## src/rtl/if_fetch.sv

```systemverilog
// Instruction-fetch stage: owns the program counter, presents the fetch
// address to instruction SRAM and holds branch redirects that arrive while
// this stage is stalled. The redirect is applied on the first free cycle.
// Optional build macro: IF_ALIGN_CHECK_EN enables the misaligned-fetch check
// (fetch_adel). Without it, fetch_adel is tied low. The ports are the same in
// both builds.
module if_fetch (
  input  logic        clk,
  input  logic        rst,
  input  logic [5:0]  stall,
  input  logic [32:0] br_bus,
  output logic [32:0] if_to_id_bus,
  output logic        inst_sram_en,
  output logic [3:0]  inst_sram_wen,
  output logic [31:0] inst_sram_addr,
  output logic [31:0] inst_sram_wdata,
  output logic        fetch_adel
);

  // Stall encoding shared with the rest of the pipeline.
  localparam logic STOP = 1'b1;

  // The pc resets one word below the boot vector. The first free cycle then
  // advances it onto 32'hBFC00000.
  localparam logic [31:0] PC_RESET = 32'hBFBFFFFC;

  logic        br_e;
  logic [31:0] br_addr;
  logic [31:0] pc_r;
  logic        ce_r;
  logic        pend_v;
  logic [31:0] pend_addr;
  logic [31:0] next_pc;
  logic        fetch_ok;

  // Only bit 0 of the stall vector belongs to this stage.
  logic unused_stall;
  assign unused_stall = ^stall[5:1];

  assign br_e    = br_bus[32];
  assign br_addr = br_bus[31:0];

  // Next-pc select. A live branch wins over a held redirect, and a held
  // redirect wins over sequential fetch.
  // NOTE: next_pc gets a value on every path. A missing branch in a
  // combinational block would infer a latch.
  always_comb begin
    next_pc = pc_r + 32'h4;
    if (br_e) begin
      next_pc = br_addr;
    end else if (pend_v) begin
      next_pc = pend_addr;
    end
  end

  // pc / ce register plus the held-redirect register.
  // Reset is synchronous and overrides both stall and branch.
  // NOTE: state uses non-blocking assignments, so all registers update
  // together on the clock edge.
  always_ff @(posedge clk) begin
    if (rst) begin
      pc_r      <= PC_RESET;
      ce_r      <= 1'b0;
      pend_v    <= 1'b0;
      pend_addr <= 32'b0;
    end else if (stall[0] != STOP) begin
      pc_r   <= next_pc;
      ce_r   <= 1'b1;
      pend_v <= 1'b0;
    end else if (br_e) begin
      // While stalled, keep the latest redirect so it is not lost.
      pend_v    <= 1'b1;
      pend_addr <= br_addr;
    end
  end

`ifdef IF_ALIGN_CHECK_EN
  // Flag a word-misaligned fetch and suppress the SRAM access for it.
  assign fetch_adel = ce_r & (pc_r[1:0] != 2'b00);
`else
  assign fetch_adel = 1'b0;
`endif

  // SRAM request comes straight from the registers, with no added latency.
  // While stalled it repeats the same read.
  assign fetch_ok        = ce_r & ~fetch_adel;
  assign inst_sram_en    = fetch_ok;
  assign inst_sram_wen   = 4'b0000;
  assign inst_sram_addr  = pc_r;
  assign inst_sram_wdata = 32'b0;
  assign if_to_id_bus    = {fetch_ok, pc_r};

endmodule

```

## config.mk

```make
export PLATFORM = sky130hd
export DESIGN_NAME = if_fetch
export DESIGN_NICKNAME = d
export VERILOG_FILES = /design/src/rtl/if_fetch.sv
export SDC_FILE = /design/constraint.sdc
export NUM_CORES = 1
export LEC_CHECK = 0
export ABC_AREA = 1
export CAP_MARGIN = 0
export CORE_AREA = 2 2 117 91
export DETAILED_ROUTE_END_ITERATION = 6
export DIE_AREA = 0 0 119 93
export PLACE_DENSITY = 0.76
export SYNTH_ARGS = -nofsm -noshare
export SYNTH_HDL_FRONTEND = slang
export SYNTH_SLANG_ARGS = --single-unit
```

## constraint.sdc

```tcl
create_clock -name clk -period 1.4 [get_ports clk]
set_input_delay 0.28 -clock clk [delete_from_list [all_inputs] [get_ports clk]]
set_output_delay 0.28 -clock clk [all_outputs]
set_load 0.03 [all_outputs]
```

==> summary by stage <==
Outcome
The flow ran to the end, but the final reports show violations. The final reports fail on negative setup slack.

Die
The die is 119 um wide. The core region is 9970 um2. The die is 93 um tall. The floorplan has 32 rows. In this run the count of I/O pins placed on the die edge is 144. Once the floorplan was initialized, standard cells occupied 39.98% of the core. The die area is 11,070 um2.

STA
In the post-route analysis, the smallest setup slack over all paths is -0.01839 ns. The final critical path takes up 101.3% of the cycle. The number of endpoints failing setup at the final stage is 3. The hold violation total from the final report is 0. The upper clock frequency limit is 0.7050 GHz.

The max-slew violation count is 0. The total negative setup slack is -0.03485 ns. The shortest period the worst path allows is 1.418 ns. Setup repair after global routing could not meet its margin everywhere. For the final database, setup skew stands at 0.006621 ns.

Worst setup path
The signal on the critical path passes through ha_4, nand2_4, nor2_4, nand2_4, nor2_4, nand2_1, nand2_1, nand2_1, nand2_2, a21oi_2. The arrival time of data at the critical path endpoint is 1.62 ns. The cell with the largest stage delay on the worst path is dfxtp_4. The critical path contains buffers and inverters numbering 0 combined. STA classifies the critical path startpoint as a flip-flop. STA classifies the critical path endpoint as a flip-flop. On the critical path the largest part of the delay comes from simple AND/OR/NAND/NOR gates. In this run the worst setup path begins at inst_sram_addr[2]. In this run the number of cells on the critical path is 10. In this run the critical register-to-register path is launched from inst_sram_addr[2].

For this run, the slowest stage of the critical path takes 0.39 ns. The number of cells traversed by the worst register-to-register path is 10. The classification of the worst setup path is flip-flop to flip-flop. The cell that appears most often on the critical path is nand2_1. The required time of the worst setup path is 1.61 ns. The maximum fanout encountered on the critical timing path is 6.

Global routing
Entering global routing, the biggest net connects 37 pins. The wire length of the first global-routing pass is 19,680 um. The overflow left after global routing is 0. Global routing consumed, on the met2 layer, 35.11% of the routing resources.

The layer with the highest usage after global routing is met2. The number of antenna violations at the first check in global routing was 0. In the global route stage, met3 resource usage came out at 4.756%. The global router's overall resource usage is 22.42%. The met1 layer usage reported by global route is 32.05%. The number of global-route vias before repair is 3,788.

Synthesis
Of the post-synthesis cell area, the dominant cell type holds 33.15%. The most common cell in the synthesized netlist is nand2_1. The number of register bits inferred by synthesis is 66. The cell count after synthesis came out at 595. The Yosys step of the flow raised 0 warnings. In the synthesized netlist the dominant register cell turns out to be dfxtp_1. The fraction of registers with async set/reset is 0%.

By count the netlist is led by nand2_1, nor2_1, buf_4. The synthesized area is 3986 um2. Yosys mapped a number of flops with a built-in enable equal to 0. The cell taking the most area after synthesis is dfxtp_1. The number of distinct library cell variants in the gate-level netlist after synthesis is 30. In the post-synthesis netlist, the biggest area contributors are dfxtp_1, buf_4, nand2_1. The sequential element share of the synthesized area is 33.15%.

The synthesized area divided by synthesized cell count is 6.700 um2.

Pwr
The power density over the cells is 1156 nW/um2. IR analysis of the VDD net gives a maximum drop of 651.0 uV. The total leakage power is 2.615 nW.

Detailed routing
The number of DRC markers after the initial detailed-route iteration is 332. Wires add up to 12,830 um. The post-detailed-route DRC marker count is 0.

Summing over every cut layer, the via total after detailed routing is 4,340. Dividing the detail-routed wire length by the instance count gives 15.03 um. The pre-antenna-repair detailed-routing pass consisted of 5 iterations.

The remaining antenna violation count after routing is 0. Using the TritonRoute via totals, the vias-per-cell ratio works out to 5.082.

Cells and area
The post-layout net count is 755. The number of antenna diodes in the final layout is 0. The fraction of final layout cells sized beyond drive strength 1 is 28.27%. The register area is 1375 um2.

Excluding fillers, the count of instances in the completed layout stands at 854. The filler cells instantiated in the layout total 933. From synthesis to final layout, the design area changed by 41.62%. The multi-input gate area in the final layout is 2231 um2.

Worst hold path
The worst hold path begins at pend_addr[10]. The cell count of the worst hold path is 2. The path class of the tightest hold or removal check is flip-flop to flip-flop.

Clock network
The clock input transition at the sequential cells of the worst setup and hold paths is 0.05 ns. The cell sitting at the root of the clock tree is a clkbuf_16. The H-tree was split into 3 levels. The later-pin clock latency in the skew report is 0.33 ns.

No sink is reached through more buffers than the 2 on the longest clock path. The clock drives 66 sinks. The TritonCTS clock tree is done. In this run, CTS created clock tree buffers numbering 9. The hold buffer count at CTS is 0.

Placement
After legalization and detailed placement, the total HPWL measured 9342 um. The count of buffers from port buffering is 101. The congestion estimate from routability-driven global placement came to 0.9049.

The cell total after placement is 834.

Run
Max-cap violations in this run came to 0.
## placed cells by master (no fill, tap or decap), types with 6 or more instances in the layout
master           Yosys  routed
a221oi_1            25      23
conb_1               1      37
clkdlybuf4s15_1      0      19
a21oi_1             39      34
nand3_1             15      15
nor2_2               4      17
nor2_4               4      13
o21ai_0             42      40
dfxtp_4              0      11
clkdlybuf4s50_1      0      34
nand2_1            121     105
inv_1               39      37
nor2_1             117      95
dlygate4sd2_1        0       6
dfxtp_1             66      45
buf_4               71      96
nand2_2              3      16
dfxtp_2              0      10
clkbuf_16            0       9
## state kept, by name (all words and copies together), names as in the netlist
register        count
inst_sram_addr     32
inst_sram_en        1
pend_addr          32
pend_v              1
## layer usage
| layer | share of wire, % | vias up | wire (um) |
|---|---|---|---|
| li1 | - | 2080 | - |
| met1 | 45 | 2012 | 5753 |
| met2 | 44 | 233 | 5708 |
| met3 | 10 | 15 | 1279 |
| met4 | 0.72 | 0 | 93 |
| met5 | 0 | - | 0 |
## timing repair
action	CTS	global route
resized for setup	68	71
endpoints found under the hold margin	0	0
pin swaps	8	16
setup buffers	1	3
endpoints found under the setup margin	57	40
## worst register-to-register path, delay by kind of cell, from the launching register on
kind	cells	cell delay, ns
AOI/OAI and AO/OA	1	0.05
adders and majority gates	1	0.16
DFF	1	0.39
and+or+nand+nor	8	0.70
## final cells by class
class                           instances  share of cell area [%]
Clock buffer                           15                   5.275
Clock inverter                          1                 0.08865
Inverter                               41                   2.770
Multi-Input combinational cell        432                   39.52
Sequential cell                        66                   24.36
Tap cell                              136                   3.014
Timing Repair Buffer                  163                   24.98
## worst paths after layout
path	endpoint	slack, ns
setup reg to reg	inst_sram_addr[22]	-0.02
setup / recovery	inst_sram_addr[22]	-0.02
hold / removal	pend_addr[10]	0.46
hold reg to reg	pend_addr[10]	0.46
## kinds of logic after synthesis
| family | Yosys count | share of synthesized area (%) |
|---|---|---|
| simple gates | 269 | 27.31 |
| compound gates | 120 | 18.27 |
| buf+inv | 133 | 19.77 |
| xor+xnor | 5 | 1.099 |
| flops | 66 | 33.15 |
| other cells | 1 | 0.09407 |
| fa+ha+maj | 1 | 0.3138 |
## report_power, final
group | total [mW] | internal (mW) | switching, mW
logic | 2.12 | 0.793 | 1.33
registers | 2.19 | 2.03 | 0.163
clock network | 2.21 | 1.44 | 0.774
## per-stage QoR
step	hold slack [ns]	setup slack [ns]	utilization [%]	cell area, um2	total power [mW]
floorplan	0.3585	0.004021	-	4156	3.514
global placement	0.4313	-0.3346	51.09	5094	4.144
detailed placement	0.4451	-0.4384	51.09	5094	4.166
CTS	0.4565	-0.01847	54.88	5472	6.384
global route	0.4786	-0.1147	56.63	5645	6.813
finish	0.4561	-0.01839	56.63	5645	6.529
Power figures use the tool's default switching activity.
